### config.mk
export PLATFORM = sky130hd
export DESIGN_NAME = euclid_gcd_stream_flat
export DESIGN_NICKNAME = d
export VERILOG_FILES = /design/src/rtl/euclid_gcd_stream_if.sv /design/src/rtl/euclid_gcd_stream.sv /design/src/flat_wrapper.sv
export SDC_FILE = /design/constraint.sdc
export NUM_CORES = 1
export LEC_CHECK = 0
export BUFFER_PORTS_ARGS = -buffer_cell sky130_fd_sc_hd__buf_2
export CAP_MARGIN = 15
export CORE_MARGIN = 2
export CORE_UTILIZATION = 50
export DETAILED_ROUTE_END_ITERATION = 10
export PLACE_DENSITY = 0.74
export SLEW_MARGIN = 10
export SYNTH_ARGS = -nofsm -noshare
export SYNTH_HDL_FRONTEND = slang
export SYNTH_SLANG_ARGS = --single-unit
### constraint.sdc
create_clock -name clk -period 6.8 [get_ports clk]
set_clock_uncertainty 0.15 [all_clocks]
set_input_delay 1.02 -clock clk [delete_from_list [all_inputs] [get_ports clk]]
set_output_delay 1.02 -clock clk [all_outputs]
set_load 0.03 [all_outputs]
### src/rtl/euclid_gcd_stream_if.sv
// Operand/result handshake bundle for euclid_gcd_stream; the master side is the
// producer/consumer and the slave side is the engine.
interface euclid_gcd_stream_if #(
  parameter int W = 16
);
  localparam int CW = W + 1;

  logic [W-1:0]  operand_A;
  logic [W-1:0]  operand_B;
  logic          input_available;
  logic          input_ready;
  logic [W-1:0]  result_data;
  logic          result_rdy;
  logic          result_taken;
  logic [CW-1:0] iter_count;
  logic [1:0]    state;

  modport master (
    output operand_A, operand_B, input_available, result_taken,
    input  input_ready, result_data, result_rdy, iter_count, state
  );

  modport slave (
    input  operand_A, operand_B, input_available, result_taken,
    output input_ready, result_data, result_rdy, iter_count, state
  );
endinterface

### src/rtl/euclid_gcd_stream.sv
// Handshaked subtract-and-swap Euclidean GCD engine, one step per clock.
// Define GCD_ITER_COUNT_EN to build the saturating CALC-cycle counter on iter_count.
module euclid_gcd_stream #(
  parameter int W = 16
) (
  input  logic                 clk,
  input  logic                 reset_n,
  euclid_gcd_stream_if.slave   bus
);
  localparam int CW = W + 1;

  typedef enum logic [1:0] {
    S_IDLE = 2'd0,
    S_CALC = 2'd1,
    S_DONE = 2'd2
  } state_t;

  state_t         state_q, state_d;
  logic [W-1:0]   a_q, a_d;
  logic [W-1:0]   b_q, b_d;
  logic [W-1:0]   res_q, res_d;
  logic           accept;

  assign accept = (state_q == S_IDLE) && bus.input_available;

  always_ff @(posedge clk or negedge reset_n) begin
    if (!reset_n) state_q <= S_IDLE;
    else          state_q <= state_d;
  end

  // Encoding 2'd3 falls into default and returns to IDLE.
  always_comb begin
    state_d = state_q;
    case (state_q)
      S_IDLE:  if (bus.input_available) state_d = S_CALC;
      S_CALC:  if (b_q == '0)           state_d = S_DONE;
      S_DONE:  if (bus.result_taken)    state_d = S_IDLE;
      default:                          state_d = S_IDLE;
    endcase
  end

  always_comb begin
    bus.input_ready = (state_q == S_IDLE);
    bus.result_rdy  = (state_q == S_DONE);
    bus.state       = state_q;
  end

  assign bus.result_data = res_q;

  always_comb begin
    a_d   = a_q;
    b_d   = b_q;
    res_d = res_q;
    if (accept) begin
      a_d = bus.operand_A;
      b_d = bus.operand_B;
    end else if (state_q == S_CALC) begin
      if (a_q < b_q) begin
        a_d = b_q;
        b_d = a_q;
      end else if (b_q != '0) begin
        a_d = a_q - b_q;
      end else begin
        res_d = a_q;
      end
    end
  end

  always_ff @(posedge clk or negedge reset_n) begin
    if (!reset_n) begin
      a_q   <= '0;
      b_q   <= '0;
      res_q <= '0;
    end else begin
      a_q   <= a_d;
      b_q   <= b_d;
      res_q <= res_d;
    end
  end

`ifdef GCD_ITER_COUNT_EN
  logic [CW-1:0] cnt_q, cnt_d;

  // Held through DONE and IDLE; only a new acceptance clears it.
  always_comb begin
    cnt_d = cnt_q;
    if (accept)                                cnt_d = '0;
    else if (state_q == S_CALC && cnt_q != '1) cnt_d = cnt_q + 1'b1;
  end

  always_ff @(posedge clk or negedge reset_n) begin
    if (!reset_n) cnt_q <= '0;
    else          cnt_q <= cnt_d;
  end

  assign bus.iter_count = cnt_q;
`else
  assign bus.iter_count = '0;
`endif

endmodule

### src/flat_wrapper.sv
// flat-port wrapper written by rule: the top's interface ports become plain ports
module euclid_gcd_stream_flat 
#(
  parameter int W = 16
)
  (clk, reset_n, bus_operand_A, bus_operand_B, bus_input_available, bus_result_taken, bus_input_ready, bus_result_data, bus_result_rdy, bus_iter_count, bus_state);
  euclid_gcd_stream_if #(.W(W)) bus_i ();
  input  logic clk;
  input  logic reset_n;
  input wire logic [$bits(bus_i.operand_A)-1:0] bus_operand_A;
  input wire logic [$bits(bus_i.operand_B)-1:0] bus_operand_B;
  input wire logic [$bits(bus_i.input_available)-1:0] bus_input_available;
  input wire logic [$bits(bus_i.result_taken)-1:0] bus_result_taken;
  output wire logic [$bits(bus_i.input_ready)-1:0] bus_input_ready;
  output wire logic [$bits(bus_i.result_data)-1:0] bus_result_data;
  output wire logic [$bits(bus_i.result_rdy)-1:0] bus_result_rdy;
  output wire logic [$bits(bus_i.iter_count)-1:0] bus_iter_count;
  output wire logic [$bits(bus_i.state)-1:0] bus_state;
  assign bus_i.operand_A = bus_operand_A;
  assign bus_i.operand_B = bus_operand_B;
  assign bus_i.input_available = bus_input_available;
  assign bus_i.result_taken = bus_result_taken;
  assign bus_input_ready = bus_i.input_ready;
  assign bus_result_data = bus_i.result_data;
  assign bus_result_rdy = bus_i.result_rdy;
  assign bus_iter_count = bus_i.iter_count;
  assign bus_state = bus_i.state;
  euclid_gcd_stream #(.W(W)) u_core (.clk(clk), .reset_n(reset_n), .bus(bus_i));
endmodule
Word-level counts from Yosys, hierarchy flattened
Cells that the tools add are included.

Register bits after elaboration: 50. Bits of input ports: 36. Output and inout bits: 37. Word-level logic and storage cells: 36.

Add/subtract/negate cells: 1. Order comparisons: 1. Equal/unequal tests: 5. Multiplexer cells: 11. Bitwise logic cells: 3. Reduce and logical (&&, ||, !) cells: 11.

Operator list (count): $mux 16 (7); $logic_not 16->1 (1); $lt 16x16->1 (1); $reduce_bool 16->1 (1); $sub 16x16->16 (1); $mux 2 (3); $pmux 2 s3 (1); $ne 2x2->1 const B (2); $reduce_and 2->1 (2); $reduce_and 4->1 (1); $reduce_bool 2->1 (2); $not 1->1 (3); $reduce_and 3->1 (1); $reduce_bool 3->1 (1); $eq 2x1->1 const B (1); $eq 2x2->1 const B (1); $logic_not 2->1 (1); $ne 2x1->1 const B (1); $logic_and 1x1->1 (1).

Logic depth before layout (Yosys ltp)
Depth in word-level cells: 5. Mapped depth: 11. Depth with buffers taken out: 10.

Least setup slack after synthesis
No wires, ideal clock.

Path kind: reg2reg. From: reg u_core.b_q[0]. To: reg u_core.a_q[13]. Library setup time: 0.126 ns. Arrival: 2.396 ns. Required time: 6.524 ns. Slack: 4.128 ns. Stages on the path, launching flop included: 11. Buffers on the path: 1. Period minus slack after synthesis: 2.672 ns. Path through: dfrtp_1 -> ha_1 -> fa_1 -> nor2b_1 -> o31a_1 -> o211a_1 -> a21oi_1 -> a21oi_1 -> buf_2 -> nor2_1 -> a221o_1.

Longest elaborated chain between the ends: 5. Elaborated cells between the ends (all ways): 9. Classes of those cells: 1 x add/sub; 1 x order compare; 4 x mux; 3 x reduce/logical.

RTL lines: start: declaration (RTL line euclid_gcd_stream.sv:20) `logic [W-1:0] b_q, b_d;`; start signal: assignment (RTL line euclid_gcd_stream.sv:72) `b_q <= '0;`; start signal: assignment (RTL line euclid_gcd_stream.sv:76) `b_q <= b_d;`; $sub 16x16->16 (RTL line euclid_gcd_stream.sv:62) `a_d = a_q - b_q;`; $mux 16 (RTL line euclid_gcd_stream.sv:61) `end else if (b_q != '0) begin`; $mux 16 (RTL line euclid_gcd_stream.sv:58) `if (a_q < b_q) begin`; $mux 16 (RTL line euclid_gcd_stream.sv:57) `end else if (state_q == S_CALC) begin`; $mux 16 (RTL line euclid_gcd_stream.sv:54) `if (accept) begin`; end signal: assignment (RTL line euclid_gcd_stream.sv:71) `a_q <= '0;`; end signal: assignment (RTL line euclid_gcd_stream.sv:75) `a_q <= a_d;`; end: declaration (RTL line euclid_gcd_stream.sv:19) `logic [W-1:0] a_q, a_d;`.

Several ways; a longest one is shown, not always the timed one. The select of a mux whose other input is x is not followed. A chain may end at the register's enable or synchronous reset.

Worst setup path after layout
From: reg u_core.b_q[0]. To: reg u_core.res_q[12], in the netlist u_core.bus.result_data[12].

Longest elaborated chain between the ends: 3. Elaborated cells between the ends (all ways): 5. Classes of those cells: 1 x order compare; 2 x bitwise; 2 x reduce/logical.

RTL lines: $lt 16x16->1 or $reduce_bool 16->1 (tied branches) (RTL line euclid_gcd_stream.sv:58, euclid_gcd_stream.sv:61); $not 1->1 (no source line); $reduce_and 4->1 (no source line) *; end signal: assignment (RTL line euclid_gcd_stream.sv:77) `res_q <= res_d;`; end: declaration (RTL line euclid_gcd_stream.sv:21) `logic [W-1:0] res_q, res_d;`.

Mark *: on every way between the ends. The rest lies on a longest branch, timed or not.

==> out/results.txt <==
status: complete, no violations
Peak VDD IR: 0.000315 V
Seq. cell area: 1250 um^2
RSZ-0062 raised after global routing: false
Syn-to-layout area delta: 9.09%
Critical Path End Type: flop
post-route insts no fill: 493
WL/cell: 15.6 um
minimum hold slack: 0.348 ns
area leader, netlist: dfrtp_1
fin. max-slew vios: 0
CP Launch Type: flop
grt ovf: 0
PD cells: 611 nW/um^2
critical-path cell list: ha_1, fa_1, nor2b_1, o31a_1, o211ai_1, o21ai_2, nand2_1, mux2_2
Post-DP HPWL: 5.62 mm
Pwr Total: 2.24 mW
register bit total from synthesis: 50
Fillers: 597
largest family of logic cells by synthesized area: compound AO/OA/AOI/OAI gates
first-pass GRT wire length: 12.7 mm
Multi-input gate area: 1850 um^2
vias in the first global route: 2658
n_diodes: 0
CTS tree: done
Min-Delay Path Class: reg -> reg
# Post-CTS Setup Buffers: 0
Post-Synth Adder-Cell Area: 6.56%
synth unique cells: 52
Clock Sink Count: 50
Max stage delay on crit path: 0.68 ns
post-synthesis sequential area ratio: 37.3%
# setup viols final: 0
Max Cap Violations: 0
Post-synth EDFFs: 0
Die W: 86.0 um
CP Class: reg -> reg
H-tree Lvls: 2
GRT Total Usage: 21.5%
Root Driver: clkbuf_8
Setup TNS: 0 ns
Peak Freq: 274 MHz
IO Port Bufs: 55
initial antenna violation count: 0
simple-gate share of the synthesized area: 12.6%
Yosys top cell area share: 37.3%
largest net degree at the start of global routing: 51
cell count after placement: 487
top_reg_cell synth: dfrtp_1
DR DRC count: 0
Synth Area in XOR/XNOR: 2.35%
Mapped Area: 3360 um^2
Critical Path Slowest Stage Cell: nand2_1
Initial DRC Count: 158
ys async rst share: 100%
Slew headroom: 34.9%
IO Pins: 73
Vias/cell: 5.71
Tcrit/Tclk final: 53.6%
Die Y-Extent: 86.0 um
Worst-Margin Slew: 0.977 ns
cell count after synthesis: 374
Post-DRT Antenna Nets: 0
clock slew at reported path FFs: 0.09 ns
crit-path max FO: 20
drt pass-1 iters: 4
WL final: 7.67 mm
layout cells sized above 1: 19.7%
post-layout min period: 3.65 ns
yosys warns: 0
complex-gate fraction of the synthesized area: 23.6%
mean area per synthesized cell: 8.98 um^2
Layout Nets: 470
Leak Pwr: 1.78 nW
Core Rows: 29
RePlAce Congestion: 0.930
Hold-fix buffers, CTS: 0
clk buf depth: 2
worst-skew pair later-pin latency: 0.30 ns
CP required: 6.83 ns
Fin. Hold Viols: 0
Worst Path Arrival: 3.68 ns
Final Core Density: 57.0%
mux cell area share after synthesis: 8.20%
core area: 6420 um^2
total CTS buffers: 5
total number of vias: 2813
die area: 7390 um^2
synth top area cells: dfrtp_1 (37%), ha_1 (6.0%), o21ai_0 (5.2%), nand2_1 (4.6%), mux2i_1 (4.2%)
post_cts resized: 0
initial core utilization: 52.3%
[power by group]
group	total (mW)	switching (mW)	internal, mW
Combinational	1.54	0.895	0.640
Clock	0.175	0.0958	0.0788
Sequential	0.529	0.108	0.421
Total	2.24	1.10	1.14
[cell type report]
| class | count | area share, % |
|---|---|---|
| multi-input cells | 280 | 50.6 |
| inverters | 23 | 2.36 |
| repair buffers | 57 | 7.99 |
| flip-flops and latches | 50 | 34.2 |
| clock buffers | 6 | 2.25 |
| well taps | 77 | 2.63 |
[logic make-up (layout without fill, tap and decap cells)]
| family | Yosys count | after routing |
|---|---|---|
| and+or+nand+nor | 95 | 95 |
| DFF | 50 | 50 |
| muxes | 26 | 26 |
| xor gates and xnor gates | 9 | 9 |
| other | 1 | 17 |
| adders and majority gates | 17 | 17 |
| buffers and inverters | 60 | 86 |
| AOI/OAI and AO/OA | 116 | 116 |
[synthesized netlist by cell type, types with 2 or more instances]
master     instances
clkbuf_2           3
mux2i_1           14
a21o_1             5
a21oi_1           25
a211oi_2           2
nor3_1             2
o211a_1            2
o21ai_2            2
clkbuf_1           7
o211ai_1           4
a2bb2oi_1          2
a221oi_1           2
a221o_1            8
o22ai_1            2
a211oi_1           7
nor2_1            23
inv_1             23
dfrtp_1           50
nand4_1            2
xnor2_1            7
xor2_1             2
o21a_1             3
o21ai_0           35
nand2_1           41
ha_1              16
buf_2              7
nand3_1            7
nor4_1             4
mux2_2            12
nand2b_1           8
nor2b_1            4
buf_4             18
a22oi_1            5
and2_1             2
[metal layers]
| layer | vias up | routed length (um) | global-route usage [%] |
|---|---|---|---|
| li1 | 1387 | - | - |
| met1 | 1322 | 3650 | 30.0 |
| met2 | 90 | 3500 | 33.4 |
| met3 | 14 | 376 | 3.66 |
| met4 | 0 | 144 | 7.79 |
| met5 | - | 0 | 0 |
[metrics by stage]
step | instance area (um^2) | setup slack, ns
6_report | 3660 | 3.15
5_1_grt | 3660 | 2.87
4_1_cts | 3660 | 3.13
3_5_place_dp | 3580 | 3.16
3_3_place_gp | 3580 | 3.28
2_1_floorplan | 3420 | 4.13
[registers in the layout (all words and copies together), names as in the netlist]
| signal | count |
|---|---|
| u_core.a_q | 16 |
| u_core.bus.state | 2 |
| u_core.b_q | 16 |
| u_core.bus.result_data | 16 |
[cells in the final DEF, fill, tap and decap left out, types with 3 or more instances in the layout]
master / n
buf_2: 54
dfrtp_1: 50
nand2_1: 41
o21ai_0: 35
a21oi_1: 25
inv_1: 23
nor2_1: 23
conb_1: 17
ha_1: 16
mux2i_1: 14
mux2_2: 12
nand2b_1: 8
a221o_1: 8
xnor2_1: 7
nand3_1: 7
a211oi_1: 7
clkbuf_8: 6
a22oi_1: 5
a21o_1: 5
nor2b_1: 4
o211ai_1: 4
nor4_1: 4
o21a_1: 3
buf_4: 3
[worst max-delay path, delay by kind of cell, from the launching register on]
family,cells,cell delay (ns)
AO/OA/AOI/OAI,3,0.99
AND/OR/NAND/NOR,2,0.85
adder cells (fa/ha/maj),2,0.63
multiplexers,1,0.47
flip-flops,1,0.43
[path summary, 6_finish.rpt]
path / cells past startpoint / endpoint / start / slack (ns)
worst max-delay path: 8 / u_core.bus.result_data[12] / u_core.b_q[0] / 3.15
worst min-delay path: 2 / u_core.bus.result_data[9] / u_core.bus.result_data[9] / 0.35
worst max register to register: 8 / u_core.bus.result_data[12] / u_core.b_q[0] / 3.15
worst min register to register: 2 / u_core.bus.result_data[9] / u_core.bus.result_data[9] / 0.35
max in group asynchronous: 1 / u_core.b_q[13] / reset_n / 5.50
min in group asynchronous: 1 / u_core.b_q[14] / reset_n / 0.59
Power figures use the tool's default switching activity.
